[config.mk]
export PLATFORM = sky130hd
export DESIGN_NAME = display_controller_flat
export DESIGN_NICKNAME = d
export VERILOG_FILES = /design/src/rtl/display_controller_if.sv /design/src/rtl/display_controller.sv /design/src/flat_wrapper.sv
export SDC_FILE = /design/constraint.sdc
export NUM_CORES = 1
export LEC_CHECK = 0
export ABC_AREA = 1
export CAP_MARGIN = 20
export CORE_MARGIN = 4
export CORE_UTILIZATION = 57
export CTS_BUF_LIST = sky130_fd_sc_hd__clkbuf_8
export CTS_CLUSTER_DIAMETER = 200
export CTS_CLUSTER_SIZE = 20
export DETAILED_ROUTE_END_ITERATION = 8
export PLACE_DENSITY = 0.87
export SLEW_MARGIN = 25
export SYNTH_ARGS = -nofsm -noshare
export SYNTH_HDL_FRONTEND = slang
export SYNTH_SLANG_ARGS = --single-unit
[constraint.sdc]
create_clock -name clock -period 4.2 [get_ports clock]
set_input_delay 0.42 -clock clock [delete_from_list [all_inputs] [get_ports clock]]
set_output_delay 0.42 -clock clock [all_outputs]
set_load 0.05 [all_outputs]
[src/rtl/display_controller_if.sv]
// Display controller bus: request/control inputs from the sensor and motor
// side, and mode/digit outputs toward the 7-segment display module.
//   master : display_controller side (reads requests, drives display lines)
//   slave  : environment side (drives requests, reads display lines)
// Signals:
//   sensor_left, sensor_right, obstacle : turn/stop requests (asynchronous)
//   run, clear                          : seconds counter enable / clear
//   refresh_en                          : one-cycle strobe per ms tick
//   semnal_stanga, semnal_dreapta, stop : display mode lines
//   cifra_zeci, cifra_unitati           : BCD seconds digits
interface display_controller_if;
    logic       sensor_left;
    logic       sensor_right;
    logic       obstacle;
    logic       run;
    logic       clear;
    logic       refresh_en;
    logic       semnal_stanga;
    logic       semnal_dreapta;
    logic       stop;
    logic [3:0] cifra_zeci;
    logic [3:0] cifra_unitati;

    modport master (
        input  sensor_left, sensor_right, obstacle, run, clear,
        output refresh_en, semnal_stanga, semnal_dreapta, stop,
               cifra_zeci, cifra_unitati
    );

    modport slave (
        output sensor_left, sensor_right, obstacle, run, clear,
        input  refresh_en, semnal_stanga, semnal_dreapta, stop,
               cifra_zeci, cifra_unitati
    );
endinterface

[src/rtl/display_controller.sv]
// Display sequencer for the line-follower car: arbitrates stop / turn / idle
// requests into display mode lines, generates the 1 ms refresh strobe, the
// turn-indicator blink and a 00..99 BCD seconds counter.
// Ports:
//   clock   : system clock
//   reset_n : asynchronous active-low reset
//   bus     : display_controller_if.master (requests in, display lines out)
module display_controller #(
    parameter int unsigned TICK_DIV   = 50000,
    parameter int unsigned MS_PER_SEC = 1000,
    parameter int unsigned BLINK_MS   = 250,
    parameter int unsigned HOLD_MS    = 500
) (
    input  logic                    clock,
    input  logic                    reset_n,
    display_controller_if.master    bus
);

    localparam int unsigned PW = $clog2(TICK_DIV + 1);
    localparam int unsigned MW = $clog2(MS_PER_SEC + 1);
    localparam int unsigned BW = $clog2(BLINK_MS + 1);
    localparam int unsigned HW = $clog2(HOLD_MS + 1);

    localparam logic [PW-1:0] PRESC_LAST = PW'(TICK_DIV - 1);
    localparam logic [MW-1:0] MS_LAST    = MW'(MS_PER_SEC - 1);
    localparam logic [BW-1:0] BLINK_LAST = BW'(BLINK_MS - 1);
    localparam logic [HW-1:0] HOLD_MAX   = HW'(HOLD_MS);

    typedef enum logic [1:0] {
        IDLE   = 2'd0,
        TURN_L = 2'd1,
        TURN_R = 2'd2,
        STOP   = 2'd3
    } state_t;

    state_t        state, state_n;
    logic [1:0]    sync_l, sync_r, sync_o;
    logic [PW-1:0] presc, presc_n;
    logic [MW-1:0] ms_cnt;
    logic [3:0]    tens_q, units_q;
    logic [HW-1:0] hold, hold_n;
    logic [BW-1:0] blink, blink_n;
    logic          phase, phase_n;
    logic [HW-1:0] clr_cnt, clr_n;
    logic          refresh_q, left_q, right_q, stop_q;

    logic tick_c;
    logic req_l_c, req_r_c, req_o_c, same_side_c;

    // Synchronised requests; both sides at once is a line crossing, not a turn
    assign req_o_c     = sync_o[1];
    assign req_l_c     = sync_l[1] & ~sync_r[1];
    assign req_r_c     = sync_r[1] & ~sync_l[1];
    assign same_side_c = (state == TURN_L) ? req_l_c : req_r_c;

    assign tick_c  = (presc == PRESC_LAST);
    assign presc_n = tick_c ? '0 : presc + PW'(1);

    // Next-state, hold/blink and stop-clear counters
    always_comb begin
        state_n = state;
        hold_n  = hold;
        blink_n = blink;
        phase_n = phase;
        clr_n   = clr_cnt;
        case (state)
            IDLE: begin
                if (req_o_c) begin
                    state_n = STOP;
                    clr_n   = '0;
                end else if (req_l_c || req_r_c) begin
                    state_n = req_l_c ? TURN_L : TURN_R;
                    hold_n  = '0;
                    blink_n = '0;
                    phase_n = 1'b1;
                end
            end
            TURN_L, TURN_R: begin
                if (tick_c) begin
                    if (hold != HOLD_MAX) begin
                        hold_n = hold + HW'(1);
                    end
                    if (blink == BLINK_LAST) begin
                        blink_n = '0;
                        phase_n = ~phase;
                    end else begin
                        blink_n = blink + BW'(1);
                    end
                end
                if (req_o_c) begin
                    state_n = STOP;
                    clr_n   = '0;
                    hold_n  = '0;
                    blink_n = '0;
                    phase_n = 1'b0;
                end else if ((hold == HOLD_MAX) && !same_side_c) begin
                    if (req_l_c || req_r_c) begin
                        // Opposite side after the minimum hold: restart the turn
                        state_n = req_l_c ? TURN_L : TURN_R;
                        hold_n  = '0;
                        blink_n = '0;
                        phase_n = 1'b1;
                    end else begin
                        state_n = IDLE;
                        hold_n  = '0;
                        blink_n = '0;
                        phase_n = 1'b0;
                    end
                end
            end
            STOP: begin
                // Obstacle must stay clear for HOLD_MS consecutive ticks
                if (req_o_c) begin
                    clr_n = '0;
                end else if (clr_cnt == HOLD_MAX) begin
                    state_n = IDLE;
                    clr_n   = '0;
                end else if (tick_c) begin
                    clr_n = clr_cnt + HW'(1);
                end
            end
            default: begin
                state_n = IDLE;
            end
        endcase
    end

    // State, counters and registered outputs (outputs follow next state)
    always_ff @(posedge clock or negedge reset_n) begin
        if (!reset_n) begin
            state     <= IDLE;
            sync_l    <= '0;
            sync_r    <= '0;
            sync_o    <= '0;
            presc     <= '0;
            ms_cnt    <= '0;
            tens_q    <= '0;
            units_q   <= '0;
            hold      <= '0;
            blink     <= '0;
            phase     <= 1'b0;
            clr_cnt   <= '0;
            refresh_q <= 1'b0;
            left_q    <= 1'b0;
            right_q   <= 1'b0;
            stop_q    <= 1'b0;
        end else begin
            sync_l    <= {sync_l[0], bus.sensor_left};
            sync_r    <= {sync_r[0], bus.sensor_right};
            sync_o    <= {sync_o[0], bus.obstacle};
            presc     <= presc_n;
            state     <= state_n;
            hold      <= hold_n;
            blink     <= blink_n;
            phase     <= phase_n;
            clr_cnt   <= clr_n;
            refresh_q <= (presc_n == PRESC_LAST);
            left_q    <= (state_n == TURN_L) & phase_n;
            right_q   <= (state_n == TURN_R) & phase_n;
            stop_q    <= (state_n == STOP);

            // Seconds counter: clear wins; frozen while stopped or not running
            if (bus.clear) begin
                ms_cnt  <= '0;
                tens_q  <= '0;
                units_q <= '0;
            end else if (tick_c && bus.run && (state != STOP)) begin
                if (ms_cnt == MS_LAST) begin
                    ms_cnt <= '0;
                    if (units_q == 4'd9) begin
                        units_q <= '0;
                        tens_q  <= (tens_q == 4'd9) ? 4'd0 : tens_q + 4'd1;
                    end else begin
                        units_q <= units_q + 4'd1;
                    end
                end else begin
                    ms_cnt <= ms_cnt + MW'(1);
                end
            end
        end
    end

    assign bus.refresh_en     = refresh_q;
    assign bus.semnal_stanga  = left_q;
    assign bus.semnal_dreapta = right_q;
    assign bus.stop           = stop_q;
    assign bus.cifra_zeci     = tens_q;
    assign bus.cifra_unitati  = units_q;

endmodule
[src/flat_wrapper.sv]
// flat-port wrapper written by rule: the top's interface ports become plain ports
module display_controller_flat 
#(
    parameter int unsigned TICK_DIV   = 50000,
    parameter int unsigned MS_PER_SEC = 1000,
    parameter int unsigned BLINK_MS   = 250,
    parameter int unsigned HOLD_MS    = 500
)
  (clock, reset_n, bus_sensor_left, bus_sensor_right, bus_obstacle, bus_run, bus_clear, bus_refresh_en, bus_semnal_stanga, bus_semnal_dreapta, bus_stop, bus_cifra_zeci, bus_cifra_unitati);
  display_controller_if bus_i ();
  input  logic clock;
  input  logic reset_n;
  input wire logic [$bits(bus_i.sensor_left)-1:0] bus_sensor_left;
  input wire logic [$bits(bus_i.sensor_right)-1:0] bus_sensor_right;
  input wire logic [$bits(bus_i.obstacle)-1:0] bus_obstacle;
  input wire logic [$bits(bus_i.run)-1:0] bus_run;
  input wire logic [$bits(bus_i.clear)-1:0] bus_clear;
  output wire logic [$bits(bus_i.refresh_en)-1:0] bus_refresh_en;
  output wire logic [$bits(bus_i.semnal_stanga)-1:0] bus_semnal_stanga;
  output wire logic [$bits(bus_i.semnal_dreapta)-1:0] bus_semnal_dreapta;
  output wire logic [$bits(bus_i.stop)-1:0] bus_stop;
  output wire logic [$bits(bus_i.cifra_zeci)-1:0] bus_cifra_zeci;
  output wire logic [$bits(bus_i.cifra_unitati)-1:0] bus_cifra_unitati;
  assign bus_i.sensor_left = bus_sensor_left;
  assign bus_i.sensor_right = bus_sensor_right;
  assign bus_i.obstacle = bus_obstacle;
  assign bus_i.run = bus_run;
  assign bus_i.clear = bus_clear;
  assign bus_refresh_en = bus_i.refresh_en;
  assign bus_semnal_stanga = bus_i.semnal_stanga;
  assign bus_semnal_dreapta = bus_i.semnal_dreapta;
  assign bus_stop = bus_i.stop;
  assign bus_cifra_zeci = bus_i.cifra_zeci;
  assign bus_cifra_unitati = bus_i.cifra_unitati;
  display_controller #(.TICK_DIV(TICK_DIV), .MS_PER_SEC(MS_PER_SEC), .BLINK_MS(BLINK_MS), .HOLD_MS(HOLD_MS)) u_core (.clock(clock), .reset_n(reset_n), .bus(bus_i));
endmodule
==> results.py, run 1 <==
metrics = {
    "drt": {
        "num_vias": 3883,
        "wl_microns": 9248,
        "routed_via_density": 5.516,
        "remaining_drc_errors": 0,
        "first_iter_violations": 319,
        "drtPass1Iterations": 5,
        "wl_per_cell_microns": 13.14,
        "ant_nets": 0,
    },
    "cts": {
        "cts_setup_buffers": 0,
        "cts_root_buf": "clkbuf_8",
        "clk_latency_ps": 340,
        "ctsHoldBuffers": 0,
        "clock_sinks": 73,
        "post_cts_resize_count": 0,
        "cts_tree": "yes",
        "cts_buffer_depth": 2,
        "path_clk_slew_ps": 80,
        "cts_buffers": 9,
        "htreeDepth": 3,
    },
    "floorplan": {
        "die_x_microns": 96.28,
        "rows": 31,
        "start_util": 0.5996,
        "die_area_sq_um": 9269,
        "dieHeight_microns": 96.28,
        "core_sq_um": 7408,
        "pin_count": 19,
    },
    "global_route": {
        "grt_usage": 0.2173,
        "grt_pass1_vias": 3782,
        "grt_max_degree": 42,
        "gr-usage-met3": 0.03831,
        "met1_usage": 0.2617,
        "grt_pass1_wl_microns": 15880,
        "top_usage_layer": "met2",
        "use_met2": 0.3836,
        "grt-ovfl-total": 0,
        "antenna_found_initial": 0,
    },
    "synthesis": {
        "avgSynthCellArea_sq_um": 7.698,
        "synth_area_sq_um": 4442,
        "ys_warn_count": 0,
        "seq_area_frac_synth": 0.4113,
        "synth_fp_nets": 602,
        "ys_seq_elements": 73,
        "synthCells": 577,
        "ys_types": 43,
    },
    "power_and_ir_drop": {
        "switching_power_uw": 774.7,
        "vdd.ir_drop.worst_v": 0.0004634,
        "clockPowerShare": 0.276,
        "power_frac_seq": 0.394,
        "sw_frac_of_total": 0.3823,
        "p_comb_frac": 0.330,
        "internal_power_uw": 1252,
        "pwr_density_cell_nw_per_um2": 413.2,
        "leakage_uw": 0.002314,
    },
    "worst_setup_path": {
        "critical_path.startpoint": "u_core.bus.cifra_unitati[0]$_DFFE_PN0P_",
        "start_kind": "flip-flop",
        "cp-end-kind": "primary output",
        "cp_num_cells": 1,
        "worstReg2RegEnd": "u_core.blink[6]$_DFFE_PN0P_",
        "required_ps": 3780,
        "critical_path_class": "reg -> out",
        "critPathMaxStageDelay_ps": 840,
        "path_cells": "clkdlybuf4s50_1",
        "crit_path_end": "bus_cifra_unitati[0]",
        "worst_ep_arrival_time_ps": 1640,
        "r2r_slack_ps": 2180,
        "crit_path_top_delay_cell": "clkdlybuf4s50_1",
        "reg2reg_from": "u_core.state[1]$_DFF_PN0_",
        "path_delay_family": "buffers and inverters",
        "r2r_cells": 10,
        "cp_max_fo": 6,
        "path_buf_inv": 1,
    },
    "final_layout": {
        "num_antenna_cells": 0,
        "seqCellArea_sq_um": 1827,
        "drive_gt1_frac": 0.1074,
        "syn_to_final_growth_pct": 10.42,
        "layout.nets": 626,
        "fin_util": 0.6621,
        "nFillCells": 570,
        "multi_input_area_sq_um": 2226,
    },
    "sta": {
        "skew_ps": 10.17,
        "rsz0062_at_grt": "false",
        "min_period_ps": 2057,
        "relSlewSlack": 0.5279,
        "drv_slew": 0,
        "finalSetupViolations": 0,
        "post-route-period-util": 0.4897,
        "fmax_ghz": 0.4862,
        "hold_violations": 0,
        "setup_tns_ps": 0,
        "tightest_slew_ps": 708.2,
    },
    "job": {
        "cap_violations": 0,
    },
    "placed_design": {
        "portBuffers": 18,
        "place_hpwl_microns": 6843,
        "place.gp.congestion": 0.9332,
    },
    "min_path": {
        "hp-class": "in -> async",
    },
    "outcome": {
        "outcome": "complete, no violations",
    },
}
state kept, by name, indices dropped and copies added (netlist names), 2 cells and up:
register,cells
u_core.blink,8
u_core.bus.cifra_unitati,4
u_core.bus.cifra_zeci,4
u_core.clr_cnt,9
u_core.hold,9
u_core.ms_cnt,10
u_core.presc,16
u_core.state,2
u_core.sync_l,2
u_core.sync_o,2
u_core.sync_r,2
worst min-delay path by stage:
stage	startpoint	endpoint	slack (ps)	depth (start not counted)
floorplan	reset_n	u_core.blink[0]$_DFFE_PN0P_	120	0
global placement	u_core.sync_l[0]$_DFF_PN0_	u_core.sync_l[1]$_DFF_PN0_	330	0
detailed placement	u_core.sync_l[0]$_DFF_PN0_	u_core.sync_l[1]$_DFF_PN0_	340	0
CTS	reset_n	u_core.hold[0]$_DFFE_PN0P_	140	1
global route	reset_n	u_core.hold[2]$_DFFE_PN0P_	180	1
finish	reset_n	u_core.hold[2]$_DFFE_PN0P_	120	1
area by class of cell:
class,count,share of cell area
Tap cell,99,0.02526
Inverter,91,0.06990
Clock inverter,4,0.01046
Clock buffer,11,0.03087
Sequential cell,73,0.3724
Multi-Input combinational cell,407,0.4538
Timing Repair Buffer,19,0.03724
layout by cell type, fill, tap and decap left out, drive strengths merged, types with 3 or more instances in the layout:
master	count
nand2	138
inv	90
dfrtp	73
nor2	72
nand3	48
o21ai	41
nor3	20
ha	18
clkdlybuf4s50	17
nand4	15
xor2	12
clkbuf	11
a21oi	11
o22ai	7
a31oi	3
and3	3
o21a	3
xnor2	3
clkinv	3
per-stage QoR:
step	cell area (sq um)	hold WS [ps]	instances	setup WS, ps	total power (uW)
2_1_floorplan	4442	124.4	577	2456	1336
3_3_place_gp	4702	334.0	689	2197	1444
3_5_place_dp	4702	341.3	689	2145	1466
4_1_cts	4905	137.1	704	2133	2035
5_1_grt	4905	182.5	704	1981	2160
6_report	4905	122.2	704	2143	2027
power groups by stage:
stage                     combinational [uW]  sequential, uW  clock (uW)
final                                    669             798         560
after detailed placement                 658             808           0
after CTS                                667             797         571
after global routing                     749             806         605
after floorplan                          460             875           0
after global placement                   638             806           0
logic make-up (layout without fill, tap and decap cells):
family          Yosys count  in the layout  share of synthesized area
fa+ha+maj                18             18                    0.05071
compound gates           71             71                    0.09775
simple gates            302            302                     0.3208
buf+inv                  97            125                    0.08760
mux                       1              1                   0.002254
flops                    73             73                     0.4113
xor+xnor                 15             15                    0.02958
synthesized netlist by cell type (all sizes together):
| cell | instances | area, sq um |
|---|---|---|
| nand2 | 138 | 563.0 |
| inv | 89 | 334.1 |
| dfrtp | 73 | 1827 |
| nor2 | 72 | 320.3 |
| nand3 | 48 | 272.8 |
| o21ai | 41 | 224.0 |
| nor3 | 20 | 115.1 |
| ha | 18 | 225.2 |
| nand4 | 15 | 93.84 |
| xor2 | 12 | 105.1 |
| a21oi | 11 | 73.83 |
| o22ai | 7 | 43.79 |
| a31oi | 3 | 18.77 |
| and3 | 3 | 18.77 |
| buf | 3 | 33.78 |
| clkbuf | 3 | 12.51 |
| o21a | 3 | 22.52 |
| xnor2 | 3 | 26.28 |
| clkinv | 2 | 8.750 |
| nand3b | 2 | 15.01 |
| o31ai | 2 | 15.01 |
| or2 | 2 | 12.51 |
| a211oi | 1 | 7.510 |
| a21o | 1 | 7.510 |
| a22oi | 1 | 12.51 |
| a31o | 1 | 8.760 |
| mux2i | 1 | 10.01 |
| nor3b | 1 | 7.510 |
| nor4 | 1 | 6.260 |
layer usage:
metal | up-vias | part of all wire | routed length (microns)
met2 | 127 | 0.50 | 4644
met4 | 0 | 0.018 | 167
met5 | - | 0 | 0
met3 | 20 | 0.047 | 436
li1 | 1907 | - | -
met1 | 1829 | 0.43 | 4000
(Power assumes the default switching activity.)
==> run 2, diff against run 1 <==
Clock period 4.2 ns to 2 ns, I/O delays scaled along.
==> results.py, run 2 (synthesized netlist as in run 1, its figures left out) <==
metrics = {
    "final_layout": {
        "reg_top3": "u_core.presc (16), u_core.ms_cnt (10)",
        "drive_gt1_frac": 0.1361,
        "top_register": "u_core.presc",
        "syn_to_final_growth_pct": 14.93,
        "num_antenna_cells": 0,
        "layout_common_cells": "127 x nand2_1, 82 x inv_1, 73 x dfrtp_1, 59 x nor2_1, 43 x nand3_1",
        "layout.nets": 638,
        "final_common_cell": "nand2_1",
        "largest_register_ffs": 16,
        "fin_cells": 716,
    },
    "placed_design": {
        "place_hpwl_microns": 6762,
        "pre_cts_slack_ps": 22.67,
        "place.gp.congestion": 0.9417,
        "portBuffers": 18,
        "dp.cells": 699,
    },
    "worst_setup_path": {
        "path_delay_family": "buffers and inverters",
        "cp_max_fo": 6,
        "cp-end-kind": "primary output",
        "r2r_cells": 12,
        "critical_path_class": "reg -> out",
        "critPathMaxStageDelay_ps": 850,
        "start_kind": "flip-flop",
        "cp_num_cells": 1,
        "required_ps": 1800,
        "path_cells": "clkdlybuf4s50_1",
        "worst_ep_arrival_time_ps": 1670,
        "crit_path_top_delay_cell": "clkdlybuf4s50_1",
        "path_buf_inv": 1,
    },
    "sta": {
        "skew_ps": 10.72,
        "fmax_ghz": 0.5342,
        "tightest_slew_ps": 510.9,
        "hold_ws_ps": 247.2,
        "min_period_ps": 1872,
        "relSlewSlack": 0.6583,
        "fin_ws_ps": 128.1,
        "finalSetupViolations": 0,
        "drv_slew": 0,
        "post-route-period-util": 0.9359,
        "hold_violations": 0,
    },
    "floorplan": {
        "start_util": 0.5996,
        "pin_count": 19,
        "die_x_microns": 96.28,
        "dieHeight_microns": 96.28,
        "die_area_sq_um": 9269,
        "rows": 31,
        "core_sq_um": 7408,
    },
    "job": {
        "cap_violations": 0,
    },
    "power_and_ir_drop": {
        "p_total_uw": 4651,
        "leakage_uw": 0.002396,
        "pwr_density_cell_nw_per_um2": 911.1,
        "vdd.ir_drop.worst_v": 0.0009927,
    },
    "global_route": {
        "antenna_found_initial": 0,
        "grt-ovfl-total": 0,
        "grt_usage": 0.2237,
        "grt_pass1_wl_microns": 16350,
        "grt_pass1_vias": 3778,
        "grt_max_degree": 64,
    },
    "cts": {
        "path_clk_slew_ps": 80,
        "cts_buffers": 9,
        "clk_latency_ps": 350,
        "cts_buffer_depth": 2,
        "clock_sinks": 73,
        "cts_tree": "yes",
        "cts_root_buf": "clkbuf_8",
        "htreeDepth": 3,
    },
    "drt": {
        "ant_nets": 0,
        "remaining_drc_errors": 0,
        "wl_per_cell_microns": 13.75,
        "routed_via_density": 5.497,
        "num_vias": 3936,
        "drtPass1Iterations": 5,
        "wl_microns": 9843,
        "first_iter_violations": 265,
    },
    "min_path": {
        "hp-class": "in -> async",
    },
    "outcome": {
        "outcome": "complete, no violations",
    },
}
==> run 2: final cells by class <==
| class | count | area, sq um |
|---|---|---|
| Clock buffer | 9 | 123.9 |
| Clock inverter | 6 | 107.6 |
| Fill cell | 565 | 2303 |
| Inverter | 91 | 342.8 |
| Multi-Input combinational cell | 407 | 2292 |
| Sequential cell | 73 | 1827 |
| Tap cell | 99 | 123.9 |
| Timing Repair Buffer | 31 | 287.8 |
==> run 2: per-layer routing <==
metal,routed length [microns],vias up,track usage
met5,0,-,0
met4,215,0,0.09479
met3,433,23,0.03518
met2,4769,115,0.3726
met1,4425,1866,0.2882
li1,-,1932,-
==> run 2: metrics by stage <==
| step | TNS [ps] | instance area, sq um | utilization |
|---|---|---|---|
| 2_1_floorplan | 0 | 4442 | - |
| 3_3_place_gp | 0 | 4790 | 0.6465 |
| 3_5_place_dp | 0 | 4790 | 0.6465 |
| 4_1_cts | 0 | 5031 | 0.6791 |
| 5_1_grt | -62.26 | 5105 | 0.6891 |
| 6_report | 0 | 5105 | 0.6891 |
==> run 2: worst paths after layout <==
| kind | start | to | slack, ps |
|---|---|---|---|
| worst min-delay path | reset_n | u_core.hold[6]$_DFFE_PN0P_ | 250 |
| worst max-delay path | u_core.bus.cifra_zeci[0]$_DFFE_PN0P_ | bus_cifra_zeci[0] | 130 |
| worst min register to register | u_core.sync_l[0]$_DFF_PN0_ | u_core.sync_l[1]$_DFF_PN0_ | 360 |
| min in group clock | bus_sensor_right | u_core.sync_r[0]$_DFF_PN0_ | 280 |
| max in group asynchronous | reset_n | u_core.blink[5]$_DFFE_PN0P_ | 1130 |
| worst max register to register | u_core.hold[0]$_DFFE_PN0P_ | u_core.bus.semnal_dreapta$_DFF_PN0_ | 130 |
==> run 2: what timing repair did <==
action                                  4_1_cts  5_1_grt
gates resized for setup                       1       15
setup buffers                                 0        1
hold endpoints to repair                     10        0
endpoints found under the setup margin        7       25
hold buffers                                  1        0
pin swaps                                     0        0
==> run 2: power breakdown <==
group | internal [uW] | switching, uW | leakage [uW] | total, uW
clock network | 817 | 571 | 0.000115 | 1390
logic | 486 | 1100 | 0.00130 | 1580
registers | 1580 | 97.4 | 0.000976 | 1680
==> run 3, diff against run 2 <==
Settings changed: CORE_MARGIN 4 to 2.
==> results.py, run 3 (synthesized netlist as in run 1, its figures left out) <==
metrics = {
    "cts": {
        "clk_latency_ps": 350,
        "htreeDepth": 3,
        "cts_tree": "yes",
        "cts_root_buf": "clkbuf_8",
        "path_clk_slew_ps": 80,
        "cts_buffers": 9,
        "clock_sinks": 73,
        "cts_buffer_depth": 2,
    },
    "floorplan": {
        "die_area_sq_um": 8515,
        "pin_count": 19,
        "rows": 32,
        "core_sq_um": 7647,
        "dieHeight_microns": 92.28,
        "die_x_microns": 92.28,
        "start_util": 0.5808,
    },
    "sta": {
        "tightest_slew_ps": 514.7,
        "post-route-period-util": 0.9600,
        "skew_ps": 10.74,
        "drv_slew": 0,
        "fmax_ghz": 0.5208,
        "rsz0062_at_grt": "true",
        "finalSetupViolations": 0,
        "relSlewSlack": 0.6558,
        "fin_ws_ps": 80.05,
        "hold_violations": 0,
        "setup_tns_ps": 0,
        "min_period_ps": 1920,
    },
    "drt": {
        "ant_nets": 0,
        "num_vias": 3963,
        "drtPass1Iterations": 5,
        "first_iter_violations": 324,
        "routed_via_density": 5.489,
        "wl_per_cell_microns": 13.77,
        "remaining_drc_errors": 0,
        "wl_microns": 9941,
    },
    "final_layout": {
        "num_antenna_cells": 0,
        "multi_input_area_sq_um": 2286,
        "nFillCells": 593,
        "final_cell_area_sq_um": 5070,
        "syn_to_final_growth_pct": 14.14,
        "reg_top3": "u_core.presc (16), u_core.ms_cnt (10)",
        "layout_common_cells": "126 x nand2_1, 85 x inv_1, 73 x dfrtp_1, 59 x nor2_1, 42 x nand3_1",
        "final_common_cell": "nand2_1",
        "fin_util": 0.6630,
        "top_register": "u_core.presc",
        "layout.nets": 640,
        "largest_register_ffs": 16,
        "seqCellArea_sq_um": 1827,
        "drive_gt1_frac": 0.1339,
    },
    "worst_setup_path": {
        "start_kind": "flip-flop",
        "required_ps": 2230,
        "cp_max_fo": 8,
        "critPathMaxStageDelay_ps": 400,
        "path_cells": "inv_1, ha_1, nand2_1, nor2_2, nand3_2, nand3_2, nand2_2, nand2_8, nand2_1, xor2_1, nor2_1",
        "path_buf_inv": 1,
        "worst_ep_arrival_time_ps": 2150,
        "cp-end-kind": "flip-flop",
        "path_delay_family": "simple AND/OR/NAND/NOR gates",
        "critical_path_class": "reg -> reg",
        "crit_path_top_delay_cell": "dfrtp_1",
    },
    "power_and_ir_drop": {
        "vdd.ir_drop.worst_v": 0.0009005,
        "pwr_density_cell_nw_per_um2": 865.6,
        "leakage_uw": 0.002402,
    },
    "placed_design": {
        "place_hpwl_microns": 7220,
        "post_dp_cell_area_sq_um": 4788,
        "portBuffers": 18,
        "place.gp.congestion": 0.9081,
        "pre_cts_slack_ps": 24.79,
    },
    "job": {
        "cap_violations": 0,
    },
    "global_route": {
        "grt_pass1_vias": 3941,
        "antenna_found_initial": 0,
        "grt_pass1_wl_microns": 16780,
        "grt_max_degree": 41,
        "grt-ovfl-total": 0,
        "grt_usage": 0.2447,
    },
    "min_path": {
        "hp-class": "in -> reg",
    },
    "outcome": {
        "outcome": "complete, no violations",
    },
}
[run 3: path summary, 6_finish.rpt]
path | start | to | slack (ps) | cells past startpoint
max in group asynchronous | reset_n | u_core.bus.cifra_unitati[0]$_DFFE_PN0P_ | 1090 | 3
hold / removal | bus_obstacle | u_core.sync_o[0]$_DFF_PN0_ | 290 | 1
hold reg to reg | u_core.sync_r[0]$_DFF_PN0_ | u_core.sync_r[1]$_DFF_PN0_ | 350 | 0
setup / recovery | u_core.hold[0]$_DFFE_PN0P_ | u_core.hold[2]$_DFFE_PN0P_ | 80 | 11
setup reg to reg | u_core.hold[0]$_DFFE_PN0P_ | u_core.hold[2]$_DFFE_PN0P_ | 80 | 11
min in group asynchronous | reset_n | u_core.presc[4]$_DFF_PN0_ | 350 | 2
[run 3: report_power, final]
group / internal, uW / total [uW] / switching [uW]
sequential: 1580 / 1670 / 92.8
clock: 593 / 1140 / 542
combinational: 494 / 1580 / 1080
[run 3: layout make-up]
type,instances,area share
Timing Repair Buffer,32,0.05874
Clock buffer,10,0.02715
Tap cell,102,0.02517
Clock inverter,6,0.01012
Sequential cell,73,0.3603
Inverter,91,0.06762
Multi-Input combinational cell,408,0.4509
[run 3: layer usage]
metal / GRT usage / routed length [microns] / share of wire / up-vias
met5: 0 / 0 / 0 / -
met4: 0.1045 / 198 / 0.020 / 0
met3: 0.05341 / 428 / 0.043 / 24
met2: 0.4265 / 5070 / 0.51 / 134
met1: 0.2916 / 4243 / 0.43 / 1868
li1: - / - / - / 1937
[run 3: through the flow]
| step | total power (uW) | std cells | hold WS [ps] |
|---|---|---|---|
| 3_5_place_dp | 3150 | 701 | 182.0 |
| 5_1_grt | 4674 | 722 | 283.5 |
| 3_3_place_gp | 3082 | 701 | 177.1 |
| 4_1_cts | 4295 | 718 | 287.2 |
| 6_report | 4388 | 722 | 290.0 |
| 2_1_floorplan | 2805 | 577 | -95.59 |
[run 3: repair_timing]
action,CTS,global route
endpoints found under the hold margin,33,0
gates resized for setup,0,12
endpoints found under the setup margin,0,24
hold buffers,1,0
buffers inserted,0,3
